--- config.mk ---
export PLATFORM = sky130hd
export DESIGN_NAME = dpram_fifo_ctrl
export DESIGN_NICKNAME = d
export VERILOG_FILES = /design/src/rtl/dpram_fifo_ctrl.sv
export SDC_FILE = /design/constraint.sdc
export NUM_CORES = 1
export LEC_CHECK = 0
export CAP_MARGIN = 30
export CORE_ASPECT_RATIO = 1.4
export CORE_MARGIN = 10
export CORE_UTILIZATION = 49
export CTS_BUF_LIST = sky130_fd_sc_hd__clkbuf_8
export DETAILED_ROUTE_END_ITERATION = 6
export PLACE_DENSITY = 0.94
export SKIP_LAST_GASP = 1
export SLEW_MARGIN = 20
export SYNTH_ARGS = -nofsm -noshare
export SYNTH_HDL_FRONTEND = slang
export SYNTH_SLANG_ARGS = --single-unit
--- constraint.sdc ---
create_clock -name clk -period 5.2 [get_ports clk]
set_clock_uncertainty 0.2 [all_clocks]
set_input_delay 0.78 -clock clk [delete_from_list [all_inputs] [get_ports clk]]
set_output_delay 0.78 -clock clk [all_outputs]
set_load 0.02 [all_outputs]
--- src/rtl/dpram_fifo_ctrl.sv ---
// rtl/dpram_fifo_ctrl.sv - first-word-fall-through FIFO controller over a 1-cycle-latency dual-port RAM
// Optional almost-full flag: define DPRAM_FIFO_AFULL_EN (adds AFULL_LEVEL parameter and almost_full port).
module dpram_fifo_ctrl #(
    parameter int ADDR_W = 9,
    parameter int DATA_W = 16
`ifdef DPRAM_FIFO_AFULL_EN
    ,
    parameter int AFULL_LEVEL = (1 << ADDR_W) - 16
`endif
) (
    input  logic              clk,
    input  logic              reset_n,
    input  logic              flush,
    input  logic [DATA_W-1:0] in_data,
    input  logic              in_valid,
    output logic              in_ready,
    output logic [DATA_W-1:0] out_data,
    output logic              out_valid,
    input  logic              out_ready,
    output logic [ADDR_W:0]   level,
`ifdef DPRAM_FIFO_AFULL_EN
    output logic              almost_full,
`endif
    output logic [ADDR_W-1:0] ram_a_addr,
    output logic [1:0]        ram_a_sel,
    output logic              ram_a_we,
    output logic              ram_a_ce,
    output logic [DATA_W-1:0] ram_a_write,
    output logic [ADDR_W-1:0] ram_b_addr,
    output logic [1:0]        ram_b_sel,
    output logic              ram_b_we,
    output logic              ram_b_ce,
    input  logic [DATA_W-1:0] ram_b_read
);

    localparam logic [ADDR_W:0] DEPTH_CNT = (ADDR_W + 1)'(1 << ADDR_W);

    logic [ADDR_W-1:0] wr_ptr_q, wr_ptr_d;
    logic [ADDR_W-1:0] rd_ptr_q, rd_ptr_d;
    logic [ADDR_W:0]   ram_cnt_q, ram_cnt_d;
    logic              inflight_q, inflight_d;
    logic [DATA_W-1:0] head_q, head_d;
    logic              head_vld_q, head_vld_d;
    logic [DATA_W-1:0] skid_q, skid_d;
    logic              skid_vld_q, skid_vld_d;

    logic       push;
    logic       pop;
    logic       fetch;
    logic [1:0] stage_cnt;

    always_comb begin
        in_ready  = (ram_cnt_q != DEPTH_CNT);
        push      = in_valid & in_ready & reset_n & ~flush;
        pop       = head_vld_q & out_ready;
        stage_cnt = {1'b0, head_vld_q} + {1'b0, skid_vld_q};
        // Fetch only if the stage can absorb the word after this cycle's pop.
        fetch     = reset_n & ~flush & (ram_cnt_q != '0) &
                    (({1'b0, stage_cnt} + {2'b00, inflight_q}) < ({2'b00, pop} + 3'd2));
    end

    always_comb begin
        ram_a_ce    = push;
        ram_a_we    = push;
        ram_a_sel   = 2'b11;
        ram_a_addr  = wr_ptr_q;
        ram_a_write = in_data;
        ram_b_ce    = fetch;
        ram_b_we    = 1'b0;
        ram_b_sel   = 2'b11;
        ram_b_addr  = rd_ptr_q;
        out_valid   = head_vld_q;
        out_data    = head_q;
        level       = ram_cnt_q + (ADDR_W + 1)'(inflight_q) + (ADDR_W + 1)'(stage_cnt);
    end

    always_comb begin
        wr_ptr_d   = wr_ptr_q + ADDR_W'(push);
        rd_ptr_d   = rd_ptr_q + ADDR_W'(fetch);
        inflight_d = fetch;
        case ({push, fetch})
            2'b10:   ram_cnt_d = ram_cnt_q + 1'b1;
            2'b01:   ram_cnt_d = ram_cnt_q - 1'b1;
            default: ram_cnt_d = ram_cnt_q;
        endcase

        head_d     = head_q;
        head_vld_d = head_vld_q & ~pop;
        skid_d     = skid_q;
        skid_vld_d = skid_vld_q;
        if (!head_vld_d && skid_vld_d) begin
            head_d     = skid_q;
            head_vld_d = 1'b1;
            skid_vld_d = 1'b0;
        end
        // RAM data returns one cycle after the fetch; keep order by filling head first.
        if (inflight_q) begin
            if (!head_vld_d) begin
                head_d     = ram_b_read;
                head_vld_d = 1'b1;
            end else begin
                skid_d     = ram_b_read;
                skid_vld_d = 1'b1;
            end
        end

        if (flush) begin
            wr_ptr_d   = '0;
            rd_ptr_d   = '0;
            ram_cnt_d  = '0;
            inflight_d = 1'b0;
            head_d     = '0;
            head_vld_d = 1'b0;
            skid_d     = '0;
            skid_vld_d = 1'b0;
        end
    end

    always_ff @(posedge clk or negedge reset_n) begin
        if (!reset_n) begin
            wr_ptr_q   <= '0;
            rd_ptr_q   <= '0;
            ram_cnt_q  <= '0;
            inflight_q <= 1'b0;
            head_q     <= '0;
            head_vld_q <= 1'b0;
            skid_q     <= '0;
            skid_vld_q <= 1'b0;
        end else begin
            wr_ptr_q   <= wr_ptr_d;
            rd_ptr_q   <= rd_ptr_d;
            ram_cnt_q  <= ram_cnt_d;
            inflight_q <= inflight_d;
            head_q     <= head_d;
            head_vld_q <= head_vld_d;
            skid_q     <= skid_d;
            skid_vld_q <= skid_vld_d;
        end
    end

`ifdef DPRAM_FIFO_AFULL_EN
    logic            almost_full_q, almost_full_d;
    logic [ADDR_W:0] level_d;

    always_comb begin
        level_d = ram_cnt_d + (ADDR_W + 1)'(inflight_d) +
                  (ADDR_W + 1)'(head_vld_d) + (ADDR_W + 1)'(skid_vld_d);
        almost_full_d = ~flush & (int'(level_d) >= AFULL_LEVEL);
        almost_full   = almost_full_q;
    end

    always_ff @(posedge clk or negedge reset_n) begin
        if (!reset_n) begin
            almost_full_q <= 1'b0;
        end else begin
            almost_full_q <= almost_full_d;
        end
    end
`endif

endmodule
# Word-level counts from Yosys, hierarchy flattened
# Index checks and enable logic that the tools add are counted.
dict set report totals {
  latchBits 0
  elab_cells 57
  n_memories 0
  input_bits 37
  regBits 63
  output_inout_bits 70
  mem_bits_ro 0
  ramBits 0
}
dict set report op_classes {
  n_div 0
  n_reduce_logical 7
  shifts 0
  n_eq_ne 3
  n_lt_le_gt_ge 1
  bitwise_logic 10
  mux 19
  n_addsub 9
  mul 0
}
# cell count
set ops {}
lappend ops {{16-bit two-way mux} 7}
lappend ops {{10-bit one-hot mux with 2 select lines} 1}
lappend ops {{9-bit by 1-bit adder with 9-bit output} 2}
lappend ops {{9-bit two-way mux} 2}
lappend ops {{10-bit by 1-bit adder with 10-bit output} 1}
lappend ops {{10-bit by 1-bit adder with 10-bit output, second input constant} 1}
lappend ops {{10-bit by 2-bit adder with 10-bit output} 1}
lappend ops {{10-bit two-way mux} 1}
lappend ops {{10-bit inequality test, second input constant} 1}
lappend ops {{10-bit nonzero test} 1}
lappend ops {{10-bit by 1-bit subtractor with 10-bit output, second input constant} 1}
lappend ops {{1-bit bitwise AND} 8}
lappend ops {{1-bit two-way mux} 8}
lappend ops {{2-bit nonzero test} 2}
lappend ops {{1-bit by 2-bit adder with 3-bit output, second input constant} 1}
lappend ops {{2-bit by 1-bit adder with 3-bit output} 1}
lappend ops {{3-bit less-than comparator} 1}
lappend ops {{3-bit nonzero test} 1}
lappend ops {{1-bit by 1-bit adder with 2-bit output} 1}
lappend ops {{2-bit by 1-bit == test with 1-bit output, second input constant} 1}
lappend ops {{2-bit == test, second input constant} 1}
lappend ops {{1-bit inverter} 2}
lappend ops {{2-bit AND reduction} 1}
lappend ops {{1-bit logical AND} 1}
lappend ops {{1-bit logical NOT} 1}

# Longest topological paths before layout
dict set report logic_depth {
  ltp_word 9
  ltp_mapped 14
  depth_no_buf 14
}

# Worst setup path before layout
# No wires, ideal clock.
dict set report synth_path {
  path_kind {register to register}
  startpoint {reg head_vld_q, in the netlist out_valid}
  endpoint {reg ram_cnt_q[9]}
  synth_period_minus_slack_ps 4020
  setup_ps 82
  arrival_time_ps 3738
  required_ps 4918
  setup_slack_ps 1180
  path_buffers 0
  path_stages_with_launch 15
  path_cell_list {dfrtp_1 > inv_1 > fa_1 > a31oi_1 > nor4b_4 > o21a_4 > o21ai_0 > inv_1 > ha_1 > a2111oi_0 > o21ai_0 > a41oi_2 > nand4_1 > a21o_1 > a31oi_1}
}
dict set report synth_via {
  elab_chain_len 7
  elab_cells_between_ends 11
  classes_between {add/sub: 3; order compare: 1; eq/ne: 2; mux: 2; bitwise: 2; reduce/logical: 1}
}
# item line_no
set synth_rtl {}
lappend synth_rtl {{start, declared} 43} ;# logic head_vld_q, head_vld_d;
lappend synth_rtl {{start signal, assigned} 135} ;# head_vld_q <= head_vld_d;
lappend synth_rtl {{1-bit by 1-bit adder with 2-bit output or 1-bit bitwise AND (tied branches)} {56, 55}}
lappend synth_rtl {{2-bit by 1-bit adder with 3-bit output or 1-bit by 2-bit adder with 3-bit output (tied branches)} 59} ;# (({1'b0, stage_cnt} + {2'b00, inflight_q}) < ({2'b00, pop} + 3'd2));
lappend synth_rtl {{3-bit less-than comparator (*)} 59}
lappend synth_rtl {{1-bit bitwise AND (*)} 58} ;# fetch = reset_n & ~flush & (ram_cnt_q != '0) &
lappend synth_rtl {{named net ram_b_ce} 32} ;# output logic ram_b_ce,
lappend synth_rtl {{2-bit by 1-bit == test with 1-bit output or 2-bit == test (tied branches)} 81} ;# case ({push, fetch})
lappend synth_rtl {{10-bit one-hot mux with 2 select lines} 81}
lappend synth_rtl {{10-bit two-way mux} 107} ;# if (flush) begin
lappend synth_rtl {{end signal, assigned} 132} ;# ram_cnt_q <= ram_cnt_d;
lappend synth_rtl {{end, declared} 40} ;# logic [ADDR_W:0] ram_cnt_q, ram_cnt_d;
# Mark *: on every way through the listed nets, which the timed path passes. The rest lies on a longest branch.
# A chain may end at the register's enable or synchronous reset.

# Worst setup path after layout
dict set report layout_path {
  startpoint {reg inflight_q}
  endpoint {reg ram_cnt_q[9]}
}
dict set report layout_via {
  elab_chain_len 6
  elab_cells_between_ends 8
  classes_between {add/sub: 1; order compare: 1; eq/ne: 2; mux: 2; bitwise: 1; reduce/logical: 1}
}
# item line_no
set layout_rtl {}
lappend layout_rtl {{start, declared} 41} ;# logic inflight_q, inflight_d;
lappend layout_rtl {{start signal, assigned} 133} ;# inflight_q <= inflight_d;
lappend layout_rtl {{2-bit by 1-bit adder with 3-bit output (*)} 59}
lappend layout_rtl {{3-bit less-than comparator (*)} 59}
lappend layout_rtl {{1-bit bitwise AND (*)} 58}
lappend layout_rtl {{2-bit by 1-bit == test with 1-bit output or 2-bit == test (tied branches)} 81}
lappend layout_rtl {{10-bit one-hot mux with 2 select lines} 81}
lappend layout_rtl {{10-bit two-way mux} 107}
# Mark *: on every way between the ends. The rest lies on a longest branch, timed or not.

==> out/results.txt <==
Outcome: complete, no violations
Final setup viols: 0
Full die area: 11400 um2
Maximum number of pins on one net before global-route repair: 52
RSZ-0062 raised after global routing: false
Count of flip-flops with a built-in enable after synthesis: 0
Port bufs: 69
Post-Synthesis Cells: 383
Detail Route Antenna Nets: 0
Fin Setup TNS: 0 ns
Flops & latches, synth: 63
Die height: 122 um
Total number of vias: 3080
Last element of the critical path: ram_cnt_q[9]$_DFFE_PN0P_
Max Cap Violations: 0
Via density per instance: 5.74
Number of top-level design ports: 107
Crit path from: inflight_q$_DFF_PN0_
Final net count: 492
FF-to-FF setup slack: 0.75 ns
Synth async-reset ratio: 100%
GR Util All Layers: 16.5%
Clock network latency to the later pin of the worst-skew pair: 0.35 ns
Relative area change from synthesis to final layout: 24.5%
Root buf cell: sky130_fd_sc_hd__clkbuf_8
Maximum clock rate: 0.225 GHz
Min-Delay Path Class: in2async
Critical path capture point type: register
Shortest clock period the worst path allows after layout: 4.45 ns
CTS tree: built
Synthesis warning total: 0
WL per Instance: 17.2 um
Worst Path Max Fanout: 9
Global placer's final weighted congestion: 0.901
Count of final max-slew check failures: 0
Synthesized area: 3670 um2
Maximum buffer depth of the clock tree: 2
Worst setup SP type: register
First-pass GRT wire length: 15.3 mm
Vias in the first global route: 3181
Clock transition at the register clock pins on the worst setup and hold paths after CTS: 0.07 ns
Post-CTS setup buffers: 0
Initial Utilization: 50.2%
Fillers: 628
Fraction of final layout cells with drive strength greater than 1: 8.86%
Worst reg2reg path depth: 14
Total of hold buffers inserted after clock tree synthesis: 0
Total global routing overflow: 0
Number of gates given a new drive strength after cts: 0
Most frequently used flop master after synthesis: sky130_fd_sc_hd__dfrtp_1
Part of the Yosys area used for sequential elements: 42.9%
Final count of hold timing violations: 0
DRC: 0
Worst-case vdd ir drop: 0.344 mV
Area inside the core boundary: 7310 um2
Diodes inserted: 0
Total leakage power: 2.06 nW
Worst reg2reg path startpoint: inflight_q$_DFF_PN0_
Initial DRT Pass Iterations: 4
Actual slew at the worst max-slew pin: 0.716 ns
Worst hold slack: 0.138 ns
Horizontal extent of the die: 93.2 um
Post-Synthesis Mean Instance Area: 9.59 um2
Remaining max-slew budget at the tightest pin: 52.3%
DRT Wirelength: 9.23 mm
End of the worst register-to-register path: ram_cnt_q[9]$_DFFE_PN0P_
Level count of the clock H-tree: 3
Total number of clock tree sinks: 63
First-iteration detailed-routing DRC count: 175
Arrival time at the worst endpoint: 4.52 ns
PwrDens: 351 nW/um2
Inserted Clock Buffers: 9
Portion of the clock cycle consumed by the worst path in the final layout: 85.6%
Category of the most critical setup path: reg2reg
Antenna violations before repair: 0
Site Rows: 37
Count of different cell masters after synthesis: 49
Hpwl dp: 6.64 mm
Required time worst endpoint: 5.27 ns
[Yosys cell counts, drive strengths merged, types with 2 or more instances]
| cell type | count | share of area, % |
|---|---|---|
| dfrtp | 63 | 43 |
| nand2 | 55 | 5.6 |
| a21oi | 34 | 4.7 |
| nor2 | 33 | 3.4 |
| buf | 30 | 5.6 |
| a211oi | 19 | 4.2 |
| ha | 16 | 5.4 |
| mux2i | 16 | 4.4 |
| nand3 | 14 | 2.0 |
| o21ai | 14 | 2.0 |
| xnor2 | 13 | 3.1 |
| xor2 | 9 | 2.1 |
| or3 | 8 | 1.4 |
| clkbuf | 7 | 0.72 |
| inv | 6 | 0.61 |
| nor2b | 6 | 1.0 |
| a21o | 4 | 0.82 |
| and3 | 4 | 0.72 |
| fa | 4 | 2.2 |
| a31oi | 3 | 0.51 |
| nand4 | 3 | 0.51 |
| o211ai | 3 | 0.75 |
| o21a | 3 | 0.82 |
| conb | 2 | 0.20 |
| nor3 | 2 | 0.27 |
[sequential cells by signal (all words and copies together) (netlist names)]
name	flops
out_data	16
skid_q	16
ram_cnt_q	10
ram_a_addr	9
ram_b_addr	9
inflight_q	1
out_valid	1
skid_vld_q	1
[critical path, stage by stage (launching register included)]
cell                       delay, ns
sky130_fd_sc_hd__dfrtp_1        0.49
sky130_fd_sc_hd__inv_1          0.14
sky130_fd_sc_hd__fa_1           0.55
sky130_fd_sc_hd__a31oi_1        0.13
sky130_fd_sc_hd__nor4b_4        0.49
sky130_fd_sc_hd__o21a_4         0.24
sky130_fd_sc_hd__o21ai_0        0.15
sky130_fd_sc_hd__inv_1          0.28
sky130_fd_sc_hd__ha_1           0.31
sky130_fd_sc_hd__a211oi_1       0.41
sky130_fd_sc_hd__o21ai_0        0.23
sky130_fd_sc_hd__a41oi_2        0.29
sky130_fd_sc_hd__nand4_1        0.14
sky130_fd_sc_hd__a21o_1         0.20
sky130_fd_sc_hd__a31oi_1        0.12
[report_power, final]
| part | total (mW) | internal, mW | switching (mW) |
|---|---|---|---|
| logic | 0.488 | 0.213 | 0.274 |
| clock network | 0.536 | 0.344 | 0.192 |
| registers | 0.584 | 0.533 | 0.0501 |
[final cells by class]
type,instances,area [um2],area share (%)
Multi-Input combinational cell,280,1860,40.6
Sequential cell,63,1580,34.5
Clock inverter,5,104,2.27
Tap cell,97,121,2.65
Clock buffer,11,151,3.31
Inverter,6,22.5,0.492
Timing Repair Buffer,75,741,16.2
[layout by cell type (no fill, tap or decap), types with 8 or more instances in the layout]
| cell type | synthesis | final |
|---|---|---|
| sky130_fd_sc_hd__a211oi_1 | 17 | 17 |
| sky130_fd_sc_hd__a21oi_1 | 33 | 33 |
| sky130_fd_sc_hd__clkbuf_8 | 0 | 11 |
| sky130_fd_sc_hd__clkdlybuf4s50_1 | 0 | 67 |
| sky130_fd_sc_hd__dfrtp_1 | 63 | 63 |
| sky130_fd_sc_hd__ha_1 | 16 | 16 |
| sky130_fd_sc_hd__mux2i_1 | 16 | 16 |
| sky130_fd_sc_hd__nand2_1 | 55 | 55 |
| sky130_fd_sc_hd__nand3_1 | 13 | 13 |
| sky130_fd_sc_hd__nor2_1 | 32 | 32 |
| sky130_fd_sc_hd__o21ai_0 | 12 | 12 |
| sky130_fd_sc_hd__or3_1 | 8 | 8 |
| sky130_fd_sc_hd__xnor2_1 | 13 | 13 |
| sky130_fd_sc_hd__xor2_1 | 9 | 9 |
[worst min path at each step]
stage | start | end | slack [ns]
finish | reset_n | ram_cnt_q[8]$_DFFE_PN0P_ | 0.14
CTS | reset_n | ram_cnt_q[6]$_DFFE_PN0P_ | 0.15
floorplan | reset_n | inflight_q$_DFF_PN0_ | 0.28
detailed placement | skid_q[2]$_DFFE_PN0P_ | skid_q[2]$_DFFE_PN0P_ | 0.32
global placement | skid_q[9]$_DFFE_PN0P_ | skid_q[9]$_DFFE_PN0P_ | 0.31
global route | reset_n | ram_cnt_q[6]$_DFFE_PN0P_ | 0.17
[routing by layer]
layer  up-vias  track usage [%]  part of all wire [%]
met2       119             28.4                    53
met4         0             8.99                   2.8
li1       1421                -                     -
met5         -                0                     0
met1      1517             17.4                    36
met3        23             5.31                   7.9
[stage by stage]
stage	util (%)	std cells	setup WS (ns)	cell area [um2]	power, mW
floorplan	-	386	1.18	3690	0.902
global placement	58.5	518	0.865	4280	1.05
detailed placement	58.9	520	0.626	4310	1.07
CTS	62.4	536	0.769	4560	1.61
global route	62.6	537	0.462	4580	1.69
finish	62.6	537	0.750	4580	1.61
[kinds of logic after synthesis]
family | after synthesis | synth area share [%]
adders and majority gates | 20 | 7.63
buffers and inverters | 43 | 6.91
xor gates and xnor gates | 22 | 5.24
other | 2 | 0.204
AOI/OAI and AO/OA | 88 | 16.1
and+or+nand+nor | 129 | 16.7
muxes | 16 | 4.36
DFF | 63 | 42.9
Note: power is estimated with default switching activity, not from simulation.
